[src/rtl/fetch_boot_unit_pkg.sv]
// Shared definitions for the fetch/boot unit: top-level state encoding.
package fetch_boot_unit_pkg;

  typedef enum logic [1:0] {
    FB_BOOT  = 2'd0,
    FB_FETCH = 2'd1,
    FB_ERROR = 2'd2
  } fb_state_t;

endpackage

[src/rtl/fetch_boot_unit_boot_sequencer.sv]
// Boot stream sequencer: word counter, accept handshake and optional checksum.
// Checksum logic present only when FETCH_BOOT_CHECKSUM_EN is defined.
module boot_sequencer #(
`ifdef FETCH_BOOT_CHECKSUM_EN
  parameter int DATA_WIDTH = 32,
`endif
  parameter int BOOT_WORDS = 16,
  parameter int CNT_W      = 4
) (
  input  logic             clock,
  input  logic             reset,
  input  logic             active,
  input  logic             boot_valid,
`ifdef FETCH_BOOT_CHECKSUM_EN
  input  logic [DATA_WIDTH-1:0] boot_data,
`endif
  output logic [CNT_W-1:0] boot_cnt,
  output logic             boot_done,
  output logic             boot_fail
);

  logic accept;

  assign accept    = active & boot_valid;
  assign boot_done = accept & (boot_cnt == CNT_W'(BOOT_WORDS - 1));

  always_ff @(posedge clock) begin
    if (!reset) begin
      boot_cnt <= '0;
    end else if (accept) begin
      boot_cnt <= boot_done ? '0 : boot_cnt + CNT_W'(1);
    end
  end

`ifdef FETCH_BOOT_CHECKSUM_EN
  logic [DATA_WIDTH-1:0] sum;

  // The last word of the stream carries the expected sum of all earlier words.
  always_ff @(posedge clock) begin
    if (!reset) begin
      sum <= '0;
    end else if (boot_done) begin
      sum <= '0;
    end else if (accept) begin
      sum <= sum + boot_data;
    end
  end

  assign boot_fail = boot_done & (sum != boot_data);
`else
  assign boot_fail = 1'b0;
`endif

endmodule

[src/rtl/fetch_boot_unit.sv]
// Boot loader plus IF stage: copies the boot stream into imem, then fetches.
// Optional boot checksum enabled by defining FETCH_BOOT_CHECKSUM_EN.
module fetch_boot_unit
  import fetch_boot_unit_pkg::*;
#(
  parameter int ADDR_WIDTH = 32,
  parameter int DATA_WIDTH = 32,
  parameter int BOOT_WORDS = 16,
  parameter logic [ADDR_WIDTH-1:0] RESET_PC = '0,
  parameter int PC_STEP    = 1
) (
  input  logic                  clock,
  input  logic                  reset,
  input  logic [DATA_WIDTH-1:0] boot_data,
  input  logic                  boot_valid,
  output logic                  boot_ready,
  output logic [ADDR_WIDTH-1:0] imem_addr,
  output logic [DATA_WIDTH-1:0] imem_wdata,
  output logic                  imem_we,
  output logic                  imem_oe,
  input  logic [DATA_WIDTH-1:0] imem_rdata,
  input  logic                  stall,
  input  logic                  redirect,
  input  logic [ADDR_WIDTH-1:0] redirect_pc,
  output logic                  booting,
  output logic                  boot_error,
  output logic                  if_valid,
  output logic [DATA_WIDTH-1:0] if_instr,
  output logic [ADDR_WIDTH-1:0] if_pcpp
);

  localparam int CNT_W = (BOOT_WORDS > 2) ? $clog2(BOOT_WORDS) : 1;

  fb_state_t             state_q, state_d;
  logic [ADDR_WIDTH-1:0] pc;
  logic [CNT_W-1:0]      boot_cnt;
  logic                  boot_done;
  logic                  boot_fail;

  boot_sequencer #(
`ifdef FETCH_BOOT_CHECKSUM_EN
    .DATA_WIDTH (DATA_WIDTH),
`endif
    .BOOT_WORDS (BOOT_WORDS),
    .CNT_W      (CNT_W)
  ) u_seq (
    .clock      (clock),
    .reset      (reset),
    .active     (state_q == FB_BOOT),
    .boot_valid (boot_valid),
`ifdef FETCH_BOOT_CHECKSUM_EN
    .boot_data  (boot_data),
`endif
    .boot_cnt   (boot_cnt),
    .boot_done  (boot_done),
    .boot_fail  (boot_fail)
  );

  always_ff @(posedge clock) begin
    if (!reset) state_q <= FB_BOOT;
    else        state_q <= state_d;
  end

  // Write enable is masked by reset so a word offered during reset is never stored.
  always_comb begin
    state_d    = state_q;
    booting    = 1'b0;
    boot_ready = 1'b0;
    imem_we    = 1'b0;
    imem_oe    = 1'b0;
    imem_addr  = pc;
    imem_wdata = '0;
    case (state_q)
      FB_BOOT: begin
        booting    = 1'b1;
        boot_ready = 1'b1;
        imem_we    = boot_valid & reset;
        imem_addr  = RESET_PC + ADDR_WIDTH'(boot_cnt);
        imem_wdata = boot_data;
        if (boot_done) state_d = boot_fail ? FB_ERROR : FB_FETCH;
      end
      FB_FETCH: begin
        imem_oe = 1'b1;
      end
      default: ;
    endcase
  end

`ifdef FETCH_BOOT_CHECKSUM_EN
  assign boot_error = (state_q == FB_ERROR);
`else
  assign boot_error = 1'b0;
`endif

  // Redirect beats stall; the IF/ID payload is kept on a flush, only valid drops.
  always_ff @(posedge clock) begin
    if (!reset) begin
      pc       <= RESET_PC;
      if_valid <= 1'b0;
      if_instr <= '0;
      if_pcpp  <= '0;
    end else begin
      case (state_q)
        FB_FETCH: begin
          if (redirect) begin
            pc       <= redirect_pc;
            if_valid <= 1'b0;
          end else if (!stall) begin
            if_instr <= imem_rdata;
            if_pcpp  <= pc + ADDR_WIDTH'(PC_STEP);
            if_valid <= 1'b1;
            pc       <= pc + ADDR_WIDTH'(PC_STEP);
          end
        end
        default: begin
          pc       <= RESET_PC;
          if_valid <= 1'b0;
        end
      endcase
    end
  end

endmodule

[config.mk]
export PLATFORM = sky130hd
export DESIGN_NAME = fetch_boot_unit
export DESIGN_NICKNAME = d
export VERILOG_FILES = /design/src/rtl/fetch_boot_unit_pkg.sv /design/src/rtl/fetch_boot_unit_boot_sequencer.sv /design/src/rtl/fetch_boot_unit.sv
export SDC_FILE = /design/constraint.sdc
export NUM_CORES = 1
export LEC_CHECK = 0
export ABC_AREA = 1
export BUFFER_PORTS_ARGS = -buffer_cell sky130_fd_sc_hd__buf_2
export CORE_MARGIN = 5
export CORE_UTILIZATION = 48
export DETAILED_ROUTE_END_ITERATION = 7
export PLACE_DENSITY = 0.81
export SETUP_SLACK_MARGIN = 0.02
export SLEW_MARGIN = 20
export SYNTH_ARGS = -nofsm -noshare
export SYNTH_HDL_FRONTEND = slang
export SYNTH_SLANG_ARGS = --single-unit
[constraint.sdc]
create_clock -name clock -period 2.05 [get_ports clock]
set_input_delay 0.205 -clock clock [delete_from_list [all_inputs] [get_ports clock]]
set_output_delay 0.205 -clock clock [all_outputs]
set_load 0.005 [all_outputs]
==> flow_summary.rst, run 1 <==
.. list-table::
   :header-rows: 1

   * - Metric
     - Value
   * - Status
     - finished clean
   * - Average footprint of a synthesized cell
     - 6.25 um2
   * - Port Buffers
     - 233
   * - Total Nets Final
     - 1180
   * - CP max stage delay
     - 0.53 ns
   * - Number of cells produced by synthesis
     - 864
   * - Per-cell via count in the routed design
     - 4.81
   * - Final std cell area, no fill
     - 6960 um2
   * - Min Tclk post-route
     - 1.83 ns
   * - Worst-path clk slew
     - 0.07 ns
   * - Crit share post-route
     - 0.893
   * - CTS root buf
     - clkbuf_16
   * - Maximum fanout along the worst path
     - 66
   * - DRT Wirelength
     - 16500 um
   * - Hold violation count in the final report
     - 0
   * - Area of the core
     - 10900 um2
   * - Cell leakage power
     - 0.00395 uW
   * - Worst clock skew on the final layout
     - 0.0107 ns
   * - Max Freq
     - 0.546 GHz
   * - Overall die width
     - 116 um
   * - CP required
     - 1.85 ns
   * - Violation count after the first detailed-routing iteration
     - 387
   * - Post-DP Area
     - 6650 um2
   * - Maximum buffer depth of the clock tree
     - 2
   * - First-pass iteration count of the detailed router
     - 5
   * - Setup Crit Path Kind
     - reg -> out
   * - TritonCTS clock tree
     - built
   * - Setup repair after global routing missed its margin
     - no
   * - Hold slack final
     - 0.0755 ns
   * - Starting Density
     - 0.494
   * - Slew at the pin closest to its max-slew limit
     - 0.901 ns
   * - Max Transition Viols Final
     - 0
   * - Max stage delay cell, worst path
     - buf_4
   * - Largest net degree at the start of global routing
     - 77
   * - Die area
     - 13500 um2
   * - Vias after detailed routing
     - 5878
   * - Number of placed I/O pins
     - 235
   * - Wire length of the first global-routing pass
     - 26400 um
   * - HPWL reported at the end of detailed placement
     - 12200 um
   * - Worst path cell trace
     - buf_4 -> nand2_1 -> o21ai_0 -> buf_2
   * - Number of register bits inferred by synthesis
     - 102
   * - Number of buffers and inverters on the critical path
     - 2
   * - Dominant delay contributor by cell family on the critical path
     - buffers and inverters
   * - Ratio of total power to cell area
     - 579 nW/um2
   * - Worst hold path type
     - in -> reg
   * - Congestion Overflow GR
     - 0
   * - Max-cap viol count
     - 0
   * - Die Y
     - 116 um
   * - Antenna violations before repair
     - 1
   * - Final core utilization
     - 0.636
   * - CTS Buf Count
     - 9
   * - Total global-route track usage
     - 0.243
   * - WL/cell
     - 13.5 um
   * - Relative slew slack
     - 0.399
   * - Hold buffer count at CTS
     - 0
   * - Proportion of layout cells with a drive suffix above 1
     - 0.263
   * - Global placer's final weighted congestion
     - 0.846
   * - Placed cell count
     - 1206
   * - Crit end category
     - output pin
   * - Number of clock sinks
     - 102
   * - Clock Latency Late Sink
     - 0.35 ns
   * - Setup Fix Bufs, Post-CTS
     - 0
   * - Yosys cell types
     - 31
   * - Arr. time, crit path
     - 1.63 ns
   * - Startpoint Class
     - flip-flop
   * - DRC violation count after routing
     - 0
   * - Via count of the first global-routing pass
     - 5586
   * - Maximum vdd ir drop
     - 363 uV
   * - Net count after synthesis
     - 967
   * - Yosys warning total
     - 0
   * - Resize count post-CTS
     - 0
   * - Synth-to-layout area growth
     - 28.7%
   * - Antenna diode count
     - 0
   * - Post-synthesis sequential area ratio
     - 0.378
   * - Cell area after synthesis
     - 5400 um2
   * - Non-filler instance count after layout
     - 1222
   * - Sum of negative setup slack
     - 0 ns
   * - Final setup viols
     - 0
   * - Antenna-violating nets left
     - 0
   * - Row Count
     - 38
   * - # H-tree levels
     - 3
==> kinds of logic (layout without fill, tap and decap cells) <==
| family | Yosys count | in the layout | synth area share |
|---|---|---|---|
| simple gates | 422 | 422 | 0.322 |
| compound gates | 130 | 130 | 0.130 |
| other cells | 1 | 1 | 0.000694 |
| fa+ha+maj | 2 | 2 | 0.00463 |
| flops | 102 | 102 | 0.378 |
| buf+inv | 191 | 409 | 0.137 |
| xor+xnor | 16 | 16 | 0.0273 |
==> worst paths after layout <==
kind	cells after the start	endpoint	slack (ns)	startpoint
setup / recovery	4	imem_addr[0]	0.22	state_q[0]
hold / removal	3	if_instr[21]	0.08	imem_rdata[21]
setup reg to reg	10	if_pcpp[28]	0.40	pc[0]
hold reg to reg	2	if_pcpp[2]	0.47	if_pcpp[2]
==> through the flow <==
stage	setup slack (ns)	power, uW
floorplan	0.581	2150
global placement	0.463	2310
detailed placement	0.404	2320
CTS	0.209	4050
global route	0.0763	4180
finish	0.219	4030
==> where the power goes <==
part / leakage [uW] / total, uW / switching, uW / internal, uW
sequential: 0.000822 / 1990 / 3.17 / 1980
combinational: 0.00298 / 285 / 152 / 134
clock: 0.000143 / 1760 / 769 / 989
==> Yosys cell counts, drive strengths merged <==
library cell | instances | area share
nor2 | 196 | 0.15
nand2 | 194 | 0.14
inv | 150 | 0.10
dfxtp | 102 | 0.38
o21ai | 83 | 0.077
a21oi | 27 | 0.025
clkbuf | 26 | 0.018
nand3 | 26 | 0.024
buf | 15 | 0.015
xor2 | 12 | 0.021
a22o | 7 | 0.011
a31oi | 7 | 0.0081
a21o | 4 | 0.0056
xnor2 | 4 | 0.0065
a211oi | 2 | 0.0028
and2 | 2 | 0.0023
ha | 2 | 0.0046
nor3 | 2 | 0.0019
conb | 1 | 0.00069
nand4 | 1 | 0.0012
nor3b | 1 | 0.0014
==> state kept, by name, indices dropped and copies added, names as in the netlist <==
signal / cells
if_instr: 32
if_pcpp: 32
pc: 32
u_seq.boot_cnt: 4
if_valid: 1
state_q: 1
==> tightest hold or removal path, cell delays in order <==
cell	delay [ns]
buf_2	0.07
nor2_1	0.03
nor2_1	0.08
==> cell usage in the layout, fill, tap and decap left out, drive strengths merged, types with 2 or more instances in the layout <==
cell / synthesis / routed
and2: 2 / 2
ha: 2 / 2
buf: 15 / 243
nor2: 196 / 196
xor2: 12 / 12
o21ai: 83 / 83
a31oi: 7 / 7
inv: 150 / 151
dfxtp: 102 / 102
clkbuf: 26 / 12
nand3: 26 / 26
a21oi: 27 / 27
a211oi: 2 / 2
nand2: 194 / 194
a22o: 7 / 7
nor3: 2 / 2
xnor2: 4 / 4
a21o: 4 / 4
==> layer usage <==
metal / GRT usage / share of wire
met3: 0.0746 / 0.094
met4: 0.0642 / 0.019
met5: 0 / 0.00079
met1: 0.315 / 0.43
met2: 0.395 / 0.45
==> area by class of cell <==
type                            instances  area, um2
Tap cell                              140        175
Sequential cell                       102       2040
Clock inverter                          4       55.1
Inverter                              150        563
Clock buffer                           12        246
Timing Repair Buffer                  243       1250
Fill cell                            1058       3980
Multi-Input combinational cell        571       2620
Note: power is estimated with default switching activity, not from simulation.
==> inputs of run 2 (changes only) <==
Settings changed: REMOVE_ABC_BUFFERS set to 1.
==> run 2 against run 1 <==
Effect of this change:
- via count decreased by 0.22%
- cell count unchanged
- power decreased by 0.53%
- sequential share of layout area decreased by 0.074 points
- critical path depth unchanged
- critical endpoint is now imem_addr[8]
==> flow_summary.rst, run 2 (synthesized netlist as in run 1, its figures left out) <==
.. list-table::
   :header-rows: 1

   * - Metric
     - Value
   * - Max Transition Viols Final
     - 0 (unchanged)
   * - Worst hold path type
     - in -> reg
   * - Hold buffer count at CTS
     - 0 (unchanged)
   * - CTS root buf
     - clkbuf_16
   * - Reg-to-Reg Start
     - pc[0]
   * - Startpoint Class
     - flip-flop
   * - Antenna-violating nets left
     - 0 (unchanged)
   * - Clock power frac
     - 0.432 (-0.004)
   * - Synth-to-layout area growth
     - 29.1%
   * - Min Tclk post-route
     - 1.84 ns (+0.00930 ns)
   * - Ratio of total power to cell area
     - 575 nW/um2 (-0.78%)
   * - Violation count after the first detailed-routing iteration
     - 361 (-6.7%)
   * - CP required
     - 1.85 ns (about the same)
   * - Max-cap viol count
     - 0 (unchanged)
   * - Slew at the pin closest to its max-slew limit
     - 0.886 ns (-0.0153 ns)
   * - Port Buffers
     - 233 (unchanged)
   * - Starting Density
     - 0.494 (unchanged)
   * - Proportion of layout cells with a drive suffix above 1
     - 0.265 (+0.00185)
   * - Antenna diode count
     - 0 (unchanged)
   * - Setup repair after global routing missed its margin
     - no
   * - Setup Crit Path Kind
     - reg -> out
   * - DRC violation count after routing
     - 0 (unchanged)
   * - Worst Setup SP
     - state_q[0]
   * - TritonCTS clock tree
     - built
   * - Placed cell count
     - 1206 (unchanged)
   * - Largest net degree at the start of global routing
     - 77 (unchanged)
   * - Hold violation count in the final report
     - 0 (unchanged)
   * - HPWL reported at the end of detailed placement
     - 12600 um (+3.3%)
   * - Global placer's final weighted congestion
     - 0.889 (+5.0%)
   * - Final setup viols
     - 0 (unchanged)
   * - Per-cell via count in the routed design
     - 4.80 (-0.22%)
   * - Maximum buffer depth of the clock tree
     - 2 (unchanged)
   * - Maximum vdd ir drop
     - 375 uV (+3.4%)
   * - # H-tree levels
     - 3 (unchanged)
   * - Cell leakage power
     - 0.00396 uW (+0.31%)
   * - Status
     - finished clean
   * - Vias after detailed routing
     - 5865 (-0.22%)
   * - Crit share post-route
     - 0.898 (+0.00454)
   * - Worst clock skew on the final layout
     - 0.00734 ns (-0.00335 ns)
   * - Post-DP Area
     - 6670 um2 (+0.19%)
   * - Row Count
     - 38 (unchanged)
   * - Total global-route track usage
     - 0.252 (+0.00875)
   * - Non-filler instance count after layout
     - 1222 (unchanged)
   * - Fraction of power consumed by sequential logic
     - 0.496 (+0.003)
   * - Area of the core
     - 10900 um2 (unchanged)
   * - Overall die width
     - 116 um (unchanged)
   * - Sw frac
     - 0.224 (-0.00485)
   * - Crit end category
     - output pin
   * - Max Freq
     - 0.543 GHz (-0.51%)
   * - Setup Fix Bufs, Post-CTS
     - 0 (unchanged)
   * - Number of clock sinks
     - 102 (unchanged)
   * - DRT Wirelength
     - 17000 um (+3.5%)
   * - First-pass iteration count of the detailed router
     - 4 (-1)
   * - Most common library cell in the layout ignoring fill and taps
     - buf_2
   * - Arr. time, crit path
     - 1.63 ns (about the same)
   * - Resize count post-CTS
     - 0 (unchanged)
   * - Die area
     - 13500 um2 (unchanged)
   * - CTS Buf Count
     - 9 (unchanged)
   * - Antenna violations before repair
     - 1 (unchanged)
   * - Highest-count cells in the layout ignoring fill and taps
     - buf_2, nand2_1, nor2_1
   * - Congestion Overflow GR
     - 0 (unchanged)
   * - WL/cell
     - 13.9 um (+3.5%)
   * - Clock Latency Late Sink
     - 0.34 ns (about the same)
   * - Top flop regs
     - if_instr: 32 flops, if_pcpp: 32 flops, pc: 32 flops
   * - Number of placed I/O pins
     - 235 (unchanged)
   * - Die Y
     - 116 um (unchanged)
   * - Via count of the first global-routing pass
     - 5653 (+1.2%)
   * - Wire length of the first global-routing pass
     - 27000 um (+2.2%)
   * - Maximum fanout along the worst path
     - 66 (unchanged)
   * - Final std cell area, no fill
     - 6970 um2 (+0.25%)
   * - Total Nets Final
     - 1180 (unchanged)
   * - Launch point of the worst hold path
     - imem_rdata[12]
   * - Worst-path clk slew
     - 0.07 ns (about the same)
   * - Internal power
     - 3110 uW (about the same)
   * - Comb power frac
     - 0.072 (about the same)
   * - Final core utilization
     - 0.638 (+0.00160)
   * - Relative slew slack
     - 0.409 (+0.0102)
   * - Switching power total
     - 899 uW (-2.6%)
[run 2: changes by cell type in the layout (fill, tap and decap cells not counted)]
cell	delta
clkbuf_8	+4
inv_6	-1
clkbuf_1	-2
clkinv_4	-1
clkinv_2	+1
buf_4	-1
buf_12	+1
bufinv_16	-1
[run 2: layout make-up]
type                       count  area (um2)
clock buffer                  14         294
clock inverter                 2        12.5
fill                        1025        3960
inverter                     150         563
multi-input combinational    571        2620
sequential                   102        2040
tap                          140         175
timing repair buffer         243        1270
[run 2: power groups by stage]
stage / Sequential [uW] / Clock, uW / Combinational, uW
after floorplan: 2030 / 0 / 98.3
after global placement: 2030 / 0 / 286
after detailed placement: 2030 / 0 / 290
after CTS: 1990 / 1750 / 292
after global routing: 1990 / 1840 / 325
final: 1990 / 1730 / 289
[run 2: layer usage]
metal  share of wire  track usage
met1            0.40        0.298
met2            0.47        0.437
met3            0.12       0.0762
met4           0.015       0.0804
met5         0.00041            0
[run 2: worst paths after layout]
check / end / slack, ns / cells past startpoint
worst max-delay path: imem_addr[8] / 0.21 / 4
worst min-delay path: if_instr[12] / 0.08 / 3
worst max register to register: if_pcpp[30] / 0.36 / 10
worst min register to register: if_pcpp[2] / 0.48 / 2
[run 2: metrics by stage]
stage               TNS (ns)  hold slack [ns]  total power, uW  setup WS (ns)
floorplan            -107.90            0.284             2130          -1.52
global placement           0            0.426             2320          0.436
detailed placement         0            0.432             2320          0.374
CTS                        0           0.0727             4030          0.192
global route               0           0.0804             4150          0.117
finish                     0           0.0793             4010          0.210
[run 2: worst max-delay path: stages (launching register included)]
cell	delay [ns]
dfxtp_2	0.33
buf_4	0.51
nand2_1	0.21
inv_1	0.09
buf_2	0.11
